File: config.mk
export PLATFORM = sky130hd
export DESIGN_NAME = fifo_rr_arbiter
export DESIGN_NICKNAME = d
export VERILOG_FILES = /design/src/rtl/fifo_rr_arbiter.sv
export SDC_FILE = /design/constraint.sdc
export NUM_CORES = 1
export LEC_CHECK = 0
export ABC_CLOCK_PERIOD_IN_PS = 5000
export BUFFER_PORTS_ARGS = -buffer_cell sky130_fd_sc_hd__buf_2
export CORE_MARGIN = 1.5
export CORE_UTILIZATION = 55
export DETAILED_ROUTE_END_ITERATION = 6
export HOLD_SLACK_MARGIN = 0.05
export PLACE_DENSITY = 0.94
export SYNTH_ARGS = -nofsm -noshare
export SYNTH_HDL_FRONTEND = slang
export SYNTH_SLANG_ARGS = --single-unit
File: constraint.sdc
create_clock -name clk -period 5 [get_ports clk]
set_input_delay 1 -clock clk [delete_from_list [all_inputs] [get_ports clk]]
set_output_delay 1 -clock clk [all_outputs]
set_load 0.01 [all_outputs]
File: src/rtl/fifo_rr_arbiter.sv
// Round-robin drain of N non-FWFT source FIFOs into a 2-entry credit-checked output buffer.
// Optional per-channel popped-word counters on stat_words when FIFO_RR_ARBITER_STATS_EN is defined.
module fifo_rr_arbiter #(
    parameter int pCHANNELS   = 4,
    parameter int pDATA_WIDTH = 16,
    parameter int pBURST      = 8
) (
    input  logic                             clk,
    input  logic                             reset,
    input  logic [pCHANNELS-1:0]             ch_empty,
    output logic [pCHANNELS-1:0]             ch_ren,
    input  logic [pCHANNELS*pDATA_WIDTH-1:0] ch_rdata,
    output logic                             out_valid,
    input  logic                             out_ready,
    output logic [pDATA_WIDTH-1:0]           out_data,
    output logic [2:0]                       out_channel,
    output logic                             busy
`ifdef FIFO_RR_ARBITER_STATS_EN
    ,
    output logic [pCHANNELS*32-1:0]          stat_words
`endif
);

    localparam int CW = (pCHANNELS > 1) ? $clog2(pCHANNELS) : 1;

    typedef enum logic [1:0] {IDLE, ARB, BURST} state_t;

    state_t                 state_q, state_d;
    logic [CW-1:0]          last_grant_q, last_grant_d;
    logic [CW-1:0]          grant_q, grant_d;
    logic [7:0]             burst_cnt_q, burst_cnt_d;
    logic                   inflight_q, inflight_d;
    logic [CW-1:0]          inflight_ch_q, inflight_ch_d;
    logic [pDATA_WIDTH-1:0] buf_data_q [2];
    logic [pDATA_WIDTH-1:0] buf_data_d [2];
    logic [CW-1:0]          buf_ch_q [2];
    logic [CW-1:0]          buf_ch_d [2];
    logic [1:0]             count_q, count_d;

    logic [pDATA_WIDTH-1:0] rdata_arr [pCHANNELS];
    logic                   pop;
    logic [1:0]             occ_after_pop;
    logic                   credit;
    logic                   issue;
    logic                   arb_found;
    logic [CW-1:0]          arb_ch;
    logic [CW-1:0]          arb_idx;

    genvar gi;
    generate
        for (gi = 0; gi < pCHANNELS; gi++) begin : g_chan
            assign rdata_arr[gi] = ch_rdata[gi*pDATA_WIDTH +: pDATA_WIDTH];
            assign ch_ren[gi]    = issue && (grant_q == CW'(gi));
        end
    endgenerate

    assign out_valid     = (count_q != 2'd0);
    assign out_data      = buf_data_q[0];
    assign out_channel   = 3'(buf_ch_q[0]);
    assign pop           = out_valid && out_ready;
    assign occ_after_pop = count_q - {1'b0, pop};
    // Reads in flight must still find room once they land a cycle later.
    assign credit        = (occ_after_pop + {1'b0, inflight_q}) < 2'd2;
    assign busy          = (state_q != IDLE) || inflight_q || (count_q != 2'd0);

    always_comb begin
        arb_found = 1'b0;
        arb_ch    = last_grant_q;
        arb_idx   = '0;
        for (int i = 1; i <= pCHANNELS; i++) begin
            arb_idx = CW'((int'(last_grant_q) + i) % pCHANNELS);
            if (!arb_found && !ch_empty[arb_idx]) begin
                arb_found = 1'b1;
                arb_ch    = arb_idx;
            end
        end
    end

    always_comb begin
        state_d      = state_q;
        last_grant_d = last_grant_q;
        grant_d      = grant_q;
        burst_cnt_d  = burst_cnt_q;
        issue        = 1'b0;
        case (state_q)
            IDLE: begin
                if (ch_empty != '1) state_d = ARB;
            end
            ARB: begin
                if (arb_found) begin
                    grant_d      = arb_ch;
                    last_grant_d = arb_ch;
                    burst_cnt_d  = 8'd0;
                    state_d      = BURST;
                end else begin
                    state_d = IDLE;
                end
            end
            BURST: begin
                // Without credit the burst simply waits, even if the source ran dry.
                if (credit) begin
                    if (!ch_empty[grant_q]) begin
                        issue       = 1'b1;
                        burst_cnt_d = burst_cnt_q + 8'd1;
                        if (burst_cnt_q == 8'(pBURST - 1)) state_d = ARB;
                    end else begin
                        state_d = ARB;
                    end
                end
            end
            default: state_d = IDLE;
        endcase
    end

    always_comb begin
        buf_data_d[0] = buf_data_q[0];
        buf_data_d[1] = buf_data_q[1];
        buf_ch_d[0]   = buf_ch_q[0];
        buf_ch_d[1]   = buf_ch_q[1];
        inflight_d    = issue;
        inflight_ch_d = grant_q;
        count_d       = occ_after_pop + {1'b0, inflight_q};
        if (pop) begin
            buf_data_d[0] = buf_data_q[1];
            buf_ch_d[0]   = buf_ch_q[1];
        end
        if (inflight_q) begin
            if (occ_after_pop == 2'd0) begin
                buf_data_d[0] = rdata_arr[inflight_ch_q];
                buf_ch_d[0]   = inflight_ch_q;
            end else begin
                buf_data_d[1] = rdata_arr[inflight_ch_q];
                buf_ch_d[1]   = inflight_ch_q;
            end
        end
    end

    always_ff @(posedge clk or posedge reset) begin
        if (reset) begin
            state_q       <= IDLE;
            last_grant_q  <= CW'(pCHANNELS - 1);
            grant_q       <= '0;
            burst_cnt_q   <= 8'd0;
            inflight_q    <= 1'b0;
            inflight_ch_q <= '0;
            count_q       <= 2'd0;
            for (int i = 0; i < 2; i++) begin
                buf_data_q[i] <= '0;
                buf_ch_q[i]   <= '0;
            end
        end else begin
            state_q       <= state_d;
            last_grant_q  <= last_grant_d;
            grant_q       <= grant_d;
            burst_cnt_q   <= burst_cnt_d;
            inflight_q    <= inflight_d;
            inflight_ch_q <= inflight_ch_d;
            count_q       <= count_d;
            for (int i = 0; i < 2; i++) begin
                buf_data_q[i] <= buf_data_d[i];
                buf_ch_q[i]   <= buf_ch_d[i];
            end
        end
    end

`ifdef FIFO_RR_ARBITER_STATS_EN
    generate
        for (gi = 0; gi < pCHANNELS; gi++) begin : g_stat
            logic [31:0] stat_q, stat_d;
            always_comb begin
                stat_d = stat_q;
                if (pop && (buf_ch_q[0] == CW'(gi)) && (stat_q != 32'hFFFF_FFFF))
                    stat_d = stat_q + 32'd1;
            end
            always_ff @(posedge clk or posedge reset) begin
                if (reset) stat_q <= 32'd0;
                else       stat_q <= stat_d;
            end
            assign stat_words[gi*32 +: 32] = stat_q;
        end
    endgenerate
`endif

endmodule

==> results of run 1 <==
-- final timing paths --
kind	startpoint	endpoint	slack, ps	cells after the start
min in group asynchronous	reset	out_data[14]	970	2
worst max register to register	count_q[1]	buf_data_q[15]	2030	8
max in group asynchronous	reset	burst_cnt_q[3]	3350	2
worst min-delay path	grant_q[1]	inflight_ch_q[1]	450	0
worst max-delay path	out_ready	ch_ren[1]	1140	11
worst min register to register	grant_q[1]	inflight_ch_q[1]	450	0
-- worst max-delay path, stage by stage --
cell      delay, ps
buf_2           100
nand2_2          40
buf_4           300
inv_1            80
ha_1            320
inv_1            70
ha_1            140
xor3_2          320
nand2b_1        190
nor3_1          140
buf_2           150
-- report_power, final --
| part | total [W] | leakage [nW] | switching (W) | internal [W] |
|---|---|---|---|---|
| Combinational | 0.000917 | 0.975 | 0.000416 | 0.000501 |
| Sequential | 0.000842 | 0.670 | 0.000188 | 0.000654 |
| Clock | 0.000302 | 0.0548 | 0.000151 | 0.000151 |
| Total | 0.00206 | 1.70 | 0.000756 | 0.00131 |
-- synthesized netlist by cell type (2+ instances only) --
library cell	n
nand4b_1	2
nor2b_1	5
dfrtp_1	53
a21oi_1	22
mux4_2	17
inv_1	4
mux2_2	21
nor3_1	4
a211oi_1	2
clkbuf_1	7
nor2_1	26
mux2i_1	20
dfstp_2	2
nand3_1	6
nor4_1	2
nand4_1	2
or4_1	3
buf_4	19
or2_2	2
o41ai_1	3
ha_1	3
nand2b_1	2
o21ai_0	5
buf_2	4
nand2_1	8
-- kinds of logic (layout without fill, tap and decap cells) --
group / Yosys count / after routing / share of synthesized area
multiplexers: 58 / 58 / 0.263
XOR/XNOR: 2 / 2 / 0.0109
other: 1 / 1 / 0.00121
adder cells (fa/ha/maj): 3 / 3 / 0.0121
buffers and inverters: 35 / 108 / 0.0692
flip-flops: 55 / 55 / 0.443
AND/OR/NAND/NOR: 69 / 69 / 0.113
AO/OA/AOI/OAI: 43 / 43 / 0.0873
-- layout make-up --
type / instances / area, um2
Clock buffer: 5 / 68.8
Clock inverter: 3 / 46.3
Fill cell: 428 / 1870
Inverter: 4 / 15.0
Multi-Input combinational cell: 176 / 1520
Sequential cell: 55 / 1380
Tap cell: 72 / 90.1
Timing Repair Buffer: 96 / 485
-- state kept, by name (all words and copies together), names as in the netlist --
| name | flops |
|---|---|
| inflight_q | 1 |
| state_q | 2 |
| burst_cnt_q | 8 |
| buf_ch_q | 2 |
| count_q | 2 |
| buf_data_q | 16 |
| out_channel | 2 |
| last_grant_q | 2 |
| inflight_ch_q | 2 |
| grant_q | 2 |
| out_data | 16 |
-- metal layers --
metal | wire length [um] | share of wire
met1 | 2610 | 0.41
met2 | 3180 | 0.50
met3 | 400 | 0.063
met4 | 123 | 0.019
met5 | 0 | 0
-- stage by stage --
stage	total power, W	hold WS [ps]
after CTS	0.00207	451
after floorplan	0.00162	388
after global routing	0.00221	476
final	0.00206	448
after detailed placement	0.00178	429
after global placement	0.00172	433
==> out/metrics.csv, run 1 <==
metric,value,unit
final WL,6.32,mm
Worst Max-Slew Pin Slew,1120,ps
arrival time at the worst endpoint,2860,ps
Inserted Diodes,0,
first-pass GRT wire length,10.3,mm
Tmin final,3860,ps
pre-CTS setup slack,1120,ps
"Reg clk slew, reported paths",100,ps
Vias/cell,5.78,
sequential area share after synthesis,0.443,
Post-DP Area,3490,um2
Synth top area share,0.426,
Tot GR Track Use,0.212,
setup TNS,0,ps
maximum vdd drop,0.338,mV
Nets,412,
Critical Path RT,4000,ps
synthesized flop and latch total,55,
met2 Track Usage GR,0.371,
design area,3600,um2
core box area,5470,um2
layout cells sized above 1,0.451,
GR Overflow Total,0,
GR Util met3,0.0407,
power density over the cells,572,nW/um2
Post-CTS Resized,0,
synthesis-to-finish area growth,15.8,%
Max-slew headroom,0.254,
HPWL after DPL,4.67,mm
Worst Setup Path Type,in2out,
Hold Path Class,reg2reg,
CP Launch Type,input port,
unrepaired setup endpoints after global routing,no,
chip width,78.2,um
"commonest non-fill, non-tap cell in the layout",buf_2,
Post-synth EDFFs,0,
ys async rst share,1.00,
initial antenna violation count,0,
Boundary Pins,96,
die area,6120,um2
Fin. Hold Viols,0,
Clock Path Buffers,2,
mean area per synthesized cell,11.7,um2
FMAX,259,MHz
starting density of the core,0.568,
largest net degree at the start of global routing,56,
Final Skew,10.9,ps
status,finished clean,
Slew Limit Fails,0,
Avg WL per Cell,15.4,um
DR pass1 iterations,4,
met1 Usage GRT,0.262,
Final ANT Viol Nets,0,
Pleak,1.70,nW
Placed Instances,403,
clk sinks,55,
fin util,0.658,
Root Buffer,clkbuf_8,
CP endpoint kind,output port,
most used routing layer,met2,
H-tree depth,2,
routability cong.,0.802,
CTS tree,yes,
fin cells,411,
Ys Warns,0,
"Clk Latency, worst-skew pair",310,ps
I/O Buffers,94,
Setup Viol. Count Final,0,
Max Cap Viol,0,
Starting DRT DRC Count,162,
top_reg_cell synth,dfrtp_1,
critical path peak fanout,19,
most frequent cells in the layout,"buf_2, dfrtp_1, nor2_1",
Cells after Synth,266,
CTS hold repair buffers,0,
Post CTS Setup Buffer Count,0,
vias in the first global route,2276,
height of the chip,78.2,um
Area contributors post-synth,"dfrtp_1, mux4_2, mux2_2, mux2i_1, buf_4",
syn_nets,340,
Vias,2376,
# DRC,0,
Rows,27,
final setup margin,1140,ps
number of distinct library cells after synthesis,47,
number of buffers created by CTS,5,
Mapped Area,3110,um2
cell taking the most area after synthesis,dfrtp_1,
Tcrit/Tclk final,0.772,
No activity file was read; power rests on OpenSTA's default activity.
==> run 2: changes to the inputs <==
==> config.mk (replaced) <==
export PLATFORM = sky130hd
export DESIGN_NAME = fifo_rr_arbiter
export DESIGN_NICKNAME = d
export VERILOG_FILES = /design/src/rtl/fifo_rr_arbiter.sv
export SDC_FILE = /design/constraint.sdc
export NUM_CORES = 1
export LEC_CHECK = 0
export ABC_CLOCK_PERIOD_IN_PS = 4000
export BUFFER_PORTS_ARGS = -buffer_cell sky130_fd_sc_hd__buf_2
export CORE_MARGIN = 1.5
export CORE_UTILIZATION = 52
export DETAILED_ROUTE_END_ITERATION = 6
export HOLD_SLACK_MARGIN = 0.05
export PLACE_DENSITY = 0.9
export SYNTH_ARGS = -nofsm -noshare
export SYNTH_HDL_FRONTEND = slang
export SYNTH_SLANG_ARGS = --single-unit
==> constraint.sdc (replaced) <==
create_clock -name clk -period 4 [get_ports clk]
set_input_delay 0.8 -clock clk [delete_from_list [all_inputs] [get_ports clk]]
set_output_delay 0.8 -clock clk [all_outputs]
set_load 0.01 [all_outputs]
==> out/metrics.csv, run 2 (synthesized netlist as in run 1, its figures left out) <==
metric,value,unit,change
first-pass GRT wire length,10.5,mm,+2.2%
hold_ws,473,ps,+25.6 ps
Worst Setup Path Type,reg2out,,
Hold Path Class,reg2reg,,
CP cell instances,or2_2 > nand2_2 > inv_1 > ha_1 > inv_1 > ha_1 > xor3_2 > nand2b_1 > nor3_1 > buf_2,,
Vias,2348,,-1.2%
unrepaired setup endpoints after global routing,no,,
Boundary Pins,96,,unchanged
Post-DP Area,3500,um2,+0.43%
largest net degree at the start of global routing,37,,-34%
Nets,414,,+0.49%
CP endpoint kind,output port,,
Tmin final,3310,ps,
die area,6450,um2,+5.5%
I/O Buffers,94,,unchanged
Max Cap Viol,0,,unchanged
Pleak,1.72,nW,+1.2%
CTS tree,yes,,
height of the chip,80.3,um,+2.7%
clk sinks,55,,unchanged
Hold Path Sink,inflight_ch_q[1],,
Inserted Diodes,0,,unchanged
Post CTS Setup Buffer Count,0,,unchanged
Final Skew,7.28,ps,-3.64 ps
Clock Path Buffers,2,,unchanged
"commonest non-fill, non-tap cell in the layout",buf_2,,
Setup Viol. Count Final,0,,unchanged
Fin. Hold Viols,0,,unchanged
Worst R2R Path Depth,10,,+2
Starting DRT DRC Count,93,,-43%
max incr delay on CP,420,ps,+100 ps
Vias/cell,5.69,,-1.7%
"Clk Latency, worst-skew pair",310,ps,about the same
HPWL after DPL,4.94,mm,+5.8%
Avg WL per Cell,16.1,um,+4.7%
Max-slew headroom,0.268,,+0.0144
Fillers,462,,+7.9%
initial antenna violation count,0,,unchanged
layout cells sized above 1,0.452,,about the same
Root Buffer,clkbuf_8,,
pre-CTS setup slack,863,ps,-262 ps
synthesis-to-finish area growth,16.8,%,
design area,3630,um2,+0.90%
Post-CTS Resized,0,,unchanged
DR pass1 iterations,4,,unchanged
Slew Limit Fails,0,,unchanged
arrival time at the worst endpoint,2510,ps,-350 ps
RR Endpoint,burst_cnt_q[4],,
core box area,5640,um2,+3.1%
status,finished clean,,
Final ANT Viol Nets,0,,unchanged
power density over the cells,728,nW/um2,+27%
setup TNS,0,ps,unchanged
H-tree depth,2,,unchanged
Hold Path Depth,0,,unchanged
Worst Max-Slew Pin Slew,1100,ps,-19.9 ps
reg2reg setup slack,1330,ps,-700 ps
routability cong.,0.872,,+8.7%
vias in the first global route,2275,,-0.044%
FMAX,302,MHz,
final setup margin,690,ps,-449 ps
number of buffers created by CTS,5,,unchanged
CP Launch Type,flip-flop,,
critical path peak fanout,6,,-13
Tot GR Track Use,0.212,,about the same
Hold Startpoint,grant_q[1],,
reg2reg start,count_q[1],,
CP max stage cell,dfrtp_1,,
"Reg clk slew, reported paths",90,ps,about the same
starting density of the core,0.551,,-0.0170
final WL,6.64,mm,+5.2%
CTS hold repair buffers,0,,unchanged
Critical Path RT,3200,ps,-800 ps
area occupied by registers,1380,um2,unchanged
area occupied by multi-input gates,1520,um2,unchanged
chip width,80.3,um,+2.7%
maximum vdd drop,0.351,mV,+3.8%
# DRC,0,,unchanged
Tcrit/Tclk final,0.827,,
most frequent cells in the layout,"buf_2, dfrtp_1, nor2_1",,
GR Overflow Total,0,,unchanged
Rows,27,,unchanged
==> run 2: cell count changes in the layout (fill, tap and decap cells not counted) <==
cell | previous run | this run
buf_4 | 2 | 4
bufinv_16 | 1 | 2
clkbuf_1 | 0 | 1
clkinvlp_4 | 1 | 0
inv_6 | 1 | 0
==> run 2: where the power goes <==
group	switching [W]	internal, W	leakage [nW]
sequential	0.000246	0.000818	0.670
clock	0.000178	0.000250	0.0654
combinational	0.000524	0.000630	0.985
total	0.000947	0.00170	1.72
==> run 2: worst max-delay path by stage <==
stage,startpoint,end,depth (start not counted)
6_report,count_q[1],ch_ren[1],10
5_1_grt,count_q[1],ch_ren[1],10
4_1_cts,count_q[1],ch_ren[1],10
3_5_place_dp,out_ready,ch_ren[1],10
3_3_place_gp,out_ready,ch_ren[1],10
2_1_floorplan,count_q[1],ch_ren[1],11
==> run 2: metal layers <==
| metal | up-vias | global-route usage | share of wire |
|---|---|---|---|
| met5 | - | 0 | 0 |
| met4 | 0 | 0.0397 | 0.0093 |
| met3 | 7 | 0.0420 | 0.060 |
| met2 | 82 | 0.392 | 0.52 |
| met1 | 1149 | 0.255 | 0.41 |
| li1 | 1110 | - | - |
==> run 2: area by class of cell <==
class                      count  share of cell area
clock inverter                 2              0.0165
sequential                    55               0.379
clock buffer                   6              0.0200
tap                           72              0.0248
multi-input combinational    176               0.417
timing repair buffer          98               0.138
inverter                       4             0.00413
==> run 2: through the flow <==
| stage | instances | utilization | total power [W] |
|---|---|---|---|
| 2_1_floorplan | 266 | - | 0.00202 |
| 3_3_place_gp | 405 | 0.621 | 0.00215 |
| 3_5_place_dp | 405 | 0.621 | 0.00224 |
| 4_1_cts | 413 | 0.644 | 0.00266 |
| 5_1_grt | 413 | 0.644 | 0.00284 |
| 6_report | 413 | 0.644 | 0.00265 |
==> run 2: worst max-delay path: cells and delay by family, from the launching register on <==
| kind | cells | cell delay [ps] |
|---|---|---|
| buffers and inverters | 3 | 260 |
| adder cells (fa/ha/maj) | 2 | 460 |
| AND/OR/NAND/NOR | 4 | 740 |
| flip-flops | 1 | 420 |
| XOR/XNOR | 1 | 320 |
